File: config.mk
export PLATFORM = sky130hd
export DESIGN_NAME = fetch_seq
export DESIGN_NICKNAME = d
export VERILOG_FILES = /design/src/rtl/mips_pkg.sv /design/src/rtl/npc_calc.sv /design/src/rtl/fetch_seq.sv
export SDC_FILE = /design/constraint.sdc
export NUM_CORES = 1
export LEC_CHECK = 0
export ABC_AREA = 1
export CAP_MARGIN = 10
export CORE_ASPECT_RATIO = 0.7
export CORE_MARGIN = 3
export CORE_UTILIZATION = 48
export CTS_CLUSTER_SIZE = 8
export DETAILED_ROUTE_END_ITERATION = 12
export PLACE_DENSITY = 0.79
export SETUP_SLACK_MARGIN = 0.1
export SKIP_CTS_REPAIR_TIMING = 1
export SLEW_MARGIN = 30
export SYNTH_ARGS = -nofsm -noshare
export SYNTH_HDL_FRONTEND = slang
export SYNTH_HIERARCHICAL = 1
export SYNTH_SLANG_ARGS = --single-unit
File: constraint.sdc
create_clock -name clk -period 3.7 [get_ports clk]
set_clock_uncertainty 0.1 [all_clocks]
set_input_delay 1.11 -clock clk [delete_from_list [all_inputs] [get_ports clk]]
set_output_delay 1.11 -clock clk [all_outputs]
set_load 0.01 [all_outputs]
File: src/rtl/mips_pkg.sv
// Shared definitions for the MIPS fetch path:
// next-PC select codes, fetch state encoding and memory map defaults.
package mips_pkg;

  localparam logic [1:0] NPC_PC4 = 2'b00;
  localparam logic [1:0] NPC_BR  = 2'b01;
  localparam logic [1:0] NPC_J   = 2'b10;
  localparam logic [1:0] NPC_JR  = 2'b11;

  localparam logic [31:0] DEF_RESET_PC = 32'h0000_3000;
  localparam logic [31:0] DEF_IM_BASE  = 32'h0000_3000;
  localparam int          DEF_IM_WORDS = 1024;

  typedef enum logic [1:0] {
    ST_RST,
    ST_RUN,
    ST_HALT,
    ST_FAULT
  } fetch_state_t;

endpackage

File: src/rtl/npc_calc.sv
// Next-PC target selection with legality and
// end-of-memory detection against the instruction window.
module npc_calc
  import mips_pkg::*;
#(
  parameter logic [31:0] IM_BASE  = DEF_IM_BASE,
  parameter int          IM_WORDS = DEF_IM_WORDS
) (
  input  logic [31:0] pc,
  input  logic [1:0]  npc_op,
  input  logic        br_taken,
  input  logic [15:0] imm16,
  input  logic [25:0] instr_index,
  input  logic [31:0] reg_target,
  output logic [31:0] target,
  output logic        legal,
  output logic        at_end
);

  // 33-bit bounds so the window top never wraps
  localparam logic [32:0] IM_LO  = {1'b0, IM_BASE};
  localparam logic [32:0] IM_END = IM_LO + 33'(4 * IM_WORDS);

  logic [31:0] seq;
  logic [31:0] br_off;

  assign seq    = pc + 32'd4;
  assign br_off = {{14{imm16[15]}}, imm16, 2'b00};

  always_comb begin
    target = seq;
    unique case (npc_op)
      NPC_PC4: target = seq;
      NPC_BR:  target = br_taken ? seq + br_off : seq;
      NPC_J:   target = {pc[31:28], instr_index, 2'b00};
      NPC_JR:  target = reg_target;
    endcase
  end

  assign legal = (target[1:0] == 2'b00)
              && ({1'b0, target} >= IM_LO)
              && ({1'b0, target} < IM_END);

  assign at_end = (npc_op == NPC_PC4)
               && (({1'b0, pc} + 33'd4) == IM_END);

endmodule

File: src/rtl/fetch_seq.sv
// Fetch sequencer: PC register, fetch FSM and
// saturating retired-instruction counter.
module fetch_seq
  import mips_pkg::*;
#(
  parameter logic [31:0] RESET_PC = DEF_RESET_PC,
  parameter logic [31:0] IM_BASE  = DEF_IM_BASE,
  parameter int          IM_WORDS = DEF_IM_WORDS,
  parameter int          AW       = $clog2(IM_WORDS)
) (
  input  logic          clk,
  input  logic          clr,
  input  logic          stall,
  input  logic [1:0]    npc_op,
  input  logic          br_taken,
  input  logic [15:0]   imm16,
  input  logic [25:0]   instr_index,
  input  logic [31:0]   reg_target,
  output logic [31:0]   pc,
  output logic [31:0]   pc_plus4,
  output logic [AW-1:0] im_addr,
  output logic          fetch_valid,
  output logic          halted,
  output logic          exc_addr,
  output logic [31:0]   fetch_count
);

  fetch_state_t state;
  logic [31:0]  target;
  logic         legal;
  logic         at_end;

  npc_calc #(
    .IM_BASE  (IM_BASE),
    .IM_WORDS (IM_WORDS)
  ) u_npc (
    .pc          (pc),
    .npc_op      (npc_op),
    .br_taken    (br_taken),
    .imm16       (imm16),
    .instr_index (instr_index),
    .reg_target  (reg_target),
    .target      (target),
    .legal       (legal),
    .at_end      (at_end)
  );

  assign pc_plus4 = pc + 32'd4;
  assign im_addr  = AW'((pc - IM_BASE) >> 2);

  always_ff @(posedge clk) begin
    if (clr) begin
      state       <= ST_RST;
      pc          <= RESET_PC;
      fetch_valid <= 1'b0;
      halted      <= 1'b0;
      exc_addr    <= 1'b0;
      fetch_count <= '0;
    end else begin
      unique case (state)
        ST_RST: begin
          state       <= ST_RUN;
          fetch_valid <= 1'b1;
        end
        ST_RUN: begin
          if (!stall) begin
            if (fetch_count != '1)
              fetch_count <= fetch_count + 32'd1;
            if (legal) begin
              pc <= target;
            end else if (at_end) begin
              state       <= ST_HALT;
              halted      <= 1'b1;
              fetch_valid <= 1'b0;
            end else begin
              state       <= ST_FAULT;
              exc_addr    <= 1'b1;
              fetch_valid <= 1'b0;
            end
          end
        end
        ST_HALT, ST_FAULT: state <= state;
      endcase
    end
  end

endmodule

==> impl_summary.md <==
Status
The flow ran to the end, but the final reports show violations. The checks that failed: negative setup slack.

Drt
The first TritonRoute pass finished after 6 iterations. The routed wirelength normalized by instance count is ~19 um. After detailed routing, the total wire length is 42.1 mm. Detailed routing inserted a total of around 13000 vias. In the routed design, unresolved DRC markers number 0. The via count normalized by instance count is around 5.7.

The DRC violation total after the first TritonRoute iteration is 1839. The number of routed nets with antenna violations is 0.

Critical path
The startpoint-to-endpoint class of the critical path is reg2reg. The number of cells traversed by the worst register-to-register path is 29. The largest single stage delay on the critical path is roughly 380 ps.

STA classifies the critical path startpoint as a flip-flop. STA classifies the critical path endpoint as a flip-flop. The most frequent cell on the critical path is sky130_fd_sc_hd__nand2_1.

The required time at the endpoint of the critical path is between 3000 and 4000 ps. The setup slack of the most critical reg-to-reg path is -620 ps. STA puts the critical path data arrival time at ~4500 ps. The slowest cell on the critical path is sky130_fd_sc_hd__dfxtp_4. The destination of the worst register-to-register timing path is pc[25].

The startpoint identified for the worst register-to-register timing path is pc[2]. Along the worst path, the maximum fanout reaches 6.

Logic synthesis
The commonest cells after synthesis are 509 x sky130_fd_sc_hd__nand2_1, 222 x sky130_fd_sc_hd__nor2_1, 196 x sky130_fd_sc_hd__inv_1. The total of flip-flops plus latches after synthesis is roughly 70. The most frequent cell after synthesis is sky130_fd_sc_hd__nand2_1. By area the synthesized netlist is led by sky130_fd_sc_hd__nand2_1 22%, sky130_fd_sc_hd__dfxtp_1 16%, sky130_fd_sc_hd__nor2_1 9.7%. In this run, synthesis inferred 0 flip-flops with an integrated enable. The post-synthesis compound-gate area fraction came to 0.124. Yosys mapped the design onto 53 distinct sky130hd cell types. The main combinational cell family by area after synthesis is simple AND/OR/NAND/NOR gates. Of the total synthesized cell area, the portion taken by AND, OR, NAND and NOR gates is 0.482. The mapped netlist covers 8590 um^2. The async set-reset flop share out of synthesis is 0.

Of the total synthesized cell area, the portion taken by XOR and XNOR cells is 0.0578. sky130_fd_sc_hd__nand2_1 takes more of the synthesized area than any other cell. Synthesis handed over a netlist of 1548 instances. The sequential-to-total area share from yosys stat is 0.161. The share of the synthesized area in the top cell type is 0.222. The count of synthesis-stage warnings from yosys is 6. Synthesis produced a netlist with a net count of between 1500 and 2000. Averaged over all synthesized cells, the footprint is 5.55 um^2. The adder-cell share of the synthesized area is 0.0548. In the synthesized netlist the dominant register cell turns out to be sky130_fd_sc_hd__dfxtp_1. The portion of synthesized area spent on multiplexers is 0.

Die
In this run the vertical extent of the chip is approximately 120 um. The die extent in x is between 150 and 200 um. The initial core utilization is 0.495.

The floorplan die area is approximately 20000 um^2. The core area is approximately 17000 um^2. The total number of placement rows is 40. During I/O placement, the number of pins put on the boundary was 189.

CTS
The H-tree was split into 3 levels. The clock tree from TritonCTS is done. Buffers inserted during clock tree synthesis total 9. At the later pin of the worst-skew pair, clock insertion delay measures 350 ps. The cell sitting at the root of the clock tree is a sky130_fd_sc_hd__clkbuf_16. The maximum buffer depth of the clock tree is 2.

Clock tree synthesis found a total of 69 sinks. The register clock-pin slew on the reported worst setup and hold paths is 60 ps.

Hold path
The destination of the worst hold path is exc_addr. The number of cells on the worst hold path is 2. In this run the worst hold path is classified as reg2reg. In this run the most critical hold path is launched from exc_addr.

Global routing
The first global-routing pass estimated ~58 mm of wire. The total overflow reported by the global router is 0. The via count of the first global-routing pass is roughly 11000. The largest net degree at the start of global routing is 45. The initial antenna violation count is 0. Across every metal layer, demand over resource in global routing totals 0.364.

Finish
The design area is roughly 14000 um^2. In the final design database the tool counted approximately 2100 nets. The antenna diode count is 0. Of the cells placed in the final design, the portion with a size suffix greater than 1 is 0.305. The layout overhead on the synthesized area is 67.8%.

Placed design
Routability-driven placement finished with a final weighted congestion of 1.02. Once placement finished, the instance area stood at 12600 um^2. Summed over all nets, the half-perimeter wirelength after detailed placement is just over 30 mm. OpenSTA, run right after detailed placement, puts the worst setup slack at -960 ps. In this run the tool buffered the top-level ports with between 150 and 200 buffer cells.

Pwr
The largest voltage drop on the vdd net is between 0.00015 and 0.0002 V. Of the total power, the clock network draws 0.415. The part of the power in combinational logic is 0.268. Of the total power, registers draw 0.317. The leakage dissipation is just under 0.007 uW. The internal portion of the total power is around 1700 uW.

Of the total power, the share spent switching nets is 0.303. The areal power density over the cells is about 160 nW/um^2. The design draws around 2400 uW. The net switching power is 718 uW.

STA
After layout, the worst setup slack is -616 ps. Hold timing on the final database bottoms out at a slack of between 400 and 500 ps. The number of slew-limit violations in the final report is 0. The transition time at the pin with the least slew margin is between 600 and 700 ps. The setup-violating endpoint count in the final report is 37.

The worst path in the final design needs a cycle of around 4300 ps, including I/O delays and setup. The number of failing hold endpoints at the final stage is 0. Headroom to the max-slew limit came out at 0.578. Timing would allow up to about 0.23 GHz. The portion of the clock cycle consumed by the worst path in the final layout is 1.17. Setup repair after global routing could not meet its margin everywhere.

Run
The max-cap check violation count is 0.
## cells in the final DEF, fill, tap and decap left out, types with 4 or more instances in the layout
| master | n |
|---|---|
| sky130_fd_sc_hd__o21ai_1 | 14 |
| sky130_fd_sc_hd__xor2_1 | 28 |
| sky130_fd_sc_hd__nand3b_1 | 7 |
| sky130_fd_sc_hd__inv_1 | 185 |
| sky130_fd_sc_hd__clkdlybuf4s50_1 | 168 |
| sky130_fd_sc_hd__a21oi_1 | 39 |
| sky130_fd_sc_hd__dlymetal6s2s_1 | 18 |
| sky130_fd_sc_hd__dfxtp_2 | 8 |
| sky130_fd_sc_hd__nand3_4 | 4 |
| sky130_fd_sc_hd__nor3_1 | 17 |
| sky130_fd_sc_hd__nor2_1 | 169 |
| sky130_fd_sc_hd__o21ai_2 | 18 |
| sky130_fd_sc_hd__o211ai_1 | 7 |
| sky130_fd_sc_hd__o21ai_0 | 32 |
| sky130_fd_sc_hd__xor2_2 | 6 |
| sky130_fd_sc_hd__nand2_1 | 458 |
| sky130_fd_sc_hd__nand4_1 | 36 |
| sky130_fd_sc_hd__nor4_1 | 4 |
| sky130_fd_sc_hd__dfxtp_1 | 58 |
| sky130_fd_sc_hd__ha_2 | 4 |
| sky130_fd_sc_hd__nand3_1 | 90 |
| sky130_fd_sc_hd__nor2_2 | 41 |
| sky130_fd_sc_hd__nand2_2 | 49 |
| sky130_fd_sc_hd__clkbuf_16 | 15 |
| sky130_fd_sc_hd__inv_2 | 17 |
| sky130_fd_sc_hd__ha_1 | 16 |
| sky130_fd_sc_hd__buf_4 | 270 |
| sky130_fd_sc_hd__nand3_2 | 18 |
| sky130_fd_sc_hd__buf_12 | 8 |
| sky130_fd_sc_hd__nor3_2 | 8 |
| sky130_fd_sc_hd__nor2_4 | 30 |
| sky130_fd_sc_hd__buf_6 | 8 |
| sky130_fd_sc_hd__xnor2_1 | 20 |
| sky130_fd_sc_hd__ha_4 | 16 |
| sky130_fd_sc_hd__nand2_4 | 7 |
| sky130_fd_sc_hd__o21bai_1 | 6 |
| sky130_fd_sc_hd__a21oi_2 | 42 |
| sky130_fd_sc_hd__nor3_4 | 5 |
## cell type report
class                   instances  area [um^2]
multi-input cells            1226         7220
repair buffers                483         4390
fillers                      1131         2950
flip-flops and latches         69         1400
inverters                     206          788
well taps                     231          289
clock buffers                  10          239
clock inverters                 6         86.3
## through the flow
step / TNS (ps) / std cells / util
finish: -18920 / 2231 / 0.830
global route: -26850 / 2231 / 0.830
CTS: -24480 / 2202 / 0.744
detailed placement: -32740 / 2186 / 0.725
global placement: -33200 / 2186 / 0.725
floorplan: 0 / 1548 / -
## registers in the layout (all words and copies together), names as in the netlist
name and flops:
fetch_valid 1, state 2, fetch_count 32, halted 1
exc_addr 1, pc 32
## how the worst max path moves through the flow
stage               end       from  depth (start not counted)
2_1_floorplan    pc[22]      pc[2]                         31
3_3_place_gp      pc[4]  imm16[15]                         23
3_5_place_dp     pc[22]   imm16[0]                         23
4_1_cts        exc_addr      pc[2]                         28
5_1_grt          pc[25]      pc[2]                         29
6_report         pc[25]      pc[2]                         29
## worst max-delay path, delay by kind of cell, from the launching register on
family,cells,cell delay (ps)
flip-flops,1,380
adder cells (fa/ha/maj),2,440
AND/OR/NAND/NOR,23,2830
buffers and inverters,4,490
## logic make-up (layout without fill, tap and decap cells)
family / after synthesis / in the layout
AOI/OAI and AO/OA: 179 / 179
xor gates and xnor gates: 55 / 55
adders and majority gates: 37 / 37
buffers and inverters: 253 / 705
DFF: 69 / 69
and+or+nand+nor: 955 / 955
## metal layers
layer	wire length (um)	share of wire	GRT usage
met4	1180	0.028	0.0592
met3	6130	0.15	0.101
met5	0	0	0
met2	17300	0.41	0.511
met1	17400	0.41	0.555
## power groups by stage
stage               registers [uW]  clock network [uW]  logic [uW]
global route                   754                1000         677
global placement               770                   0         526
CTS                            753                 968         536
floorplan                      771                   0         235
detailed placement             770                   0         532
finish                         753                 984         636
(Power assumes the default switching activity.)
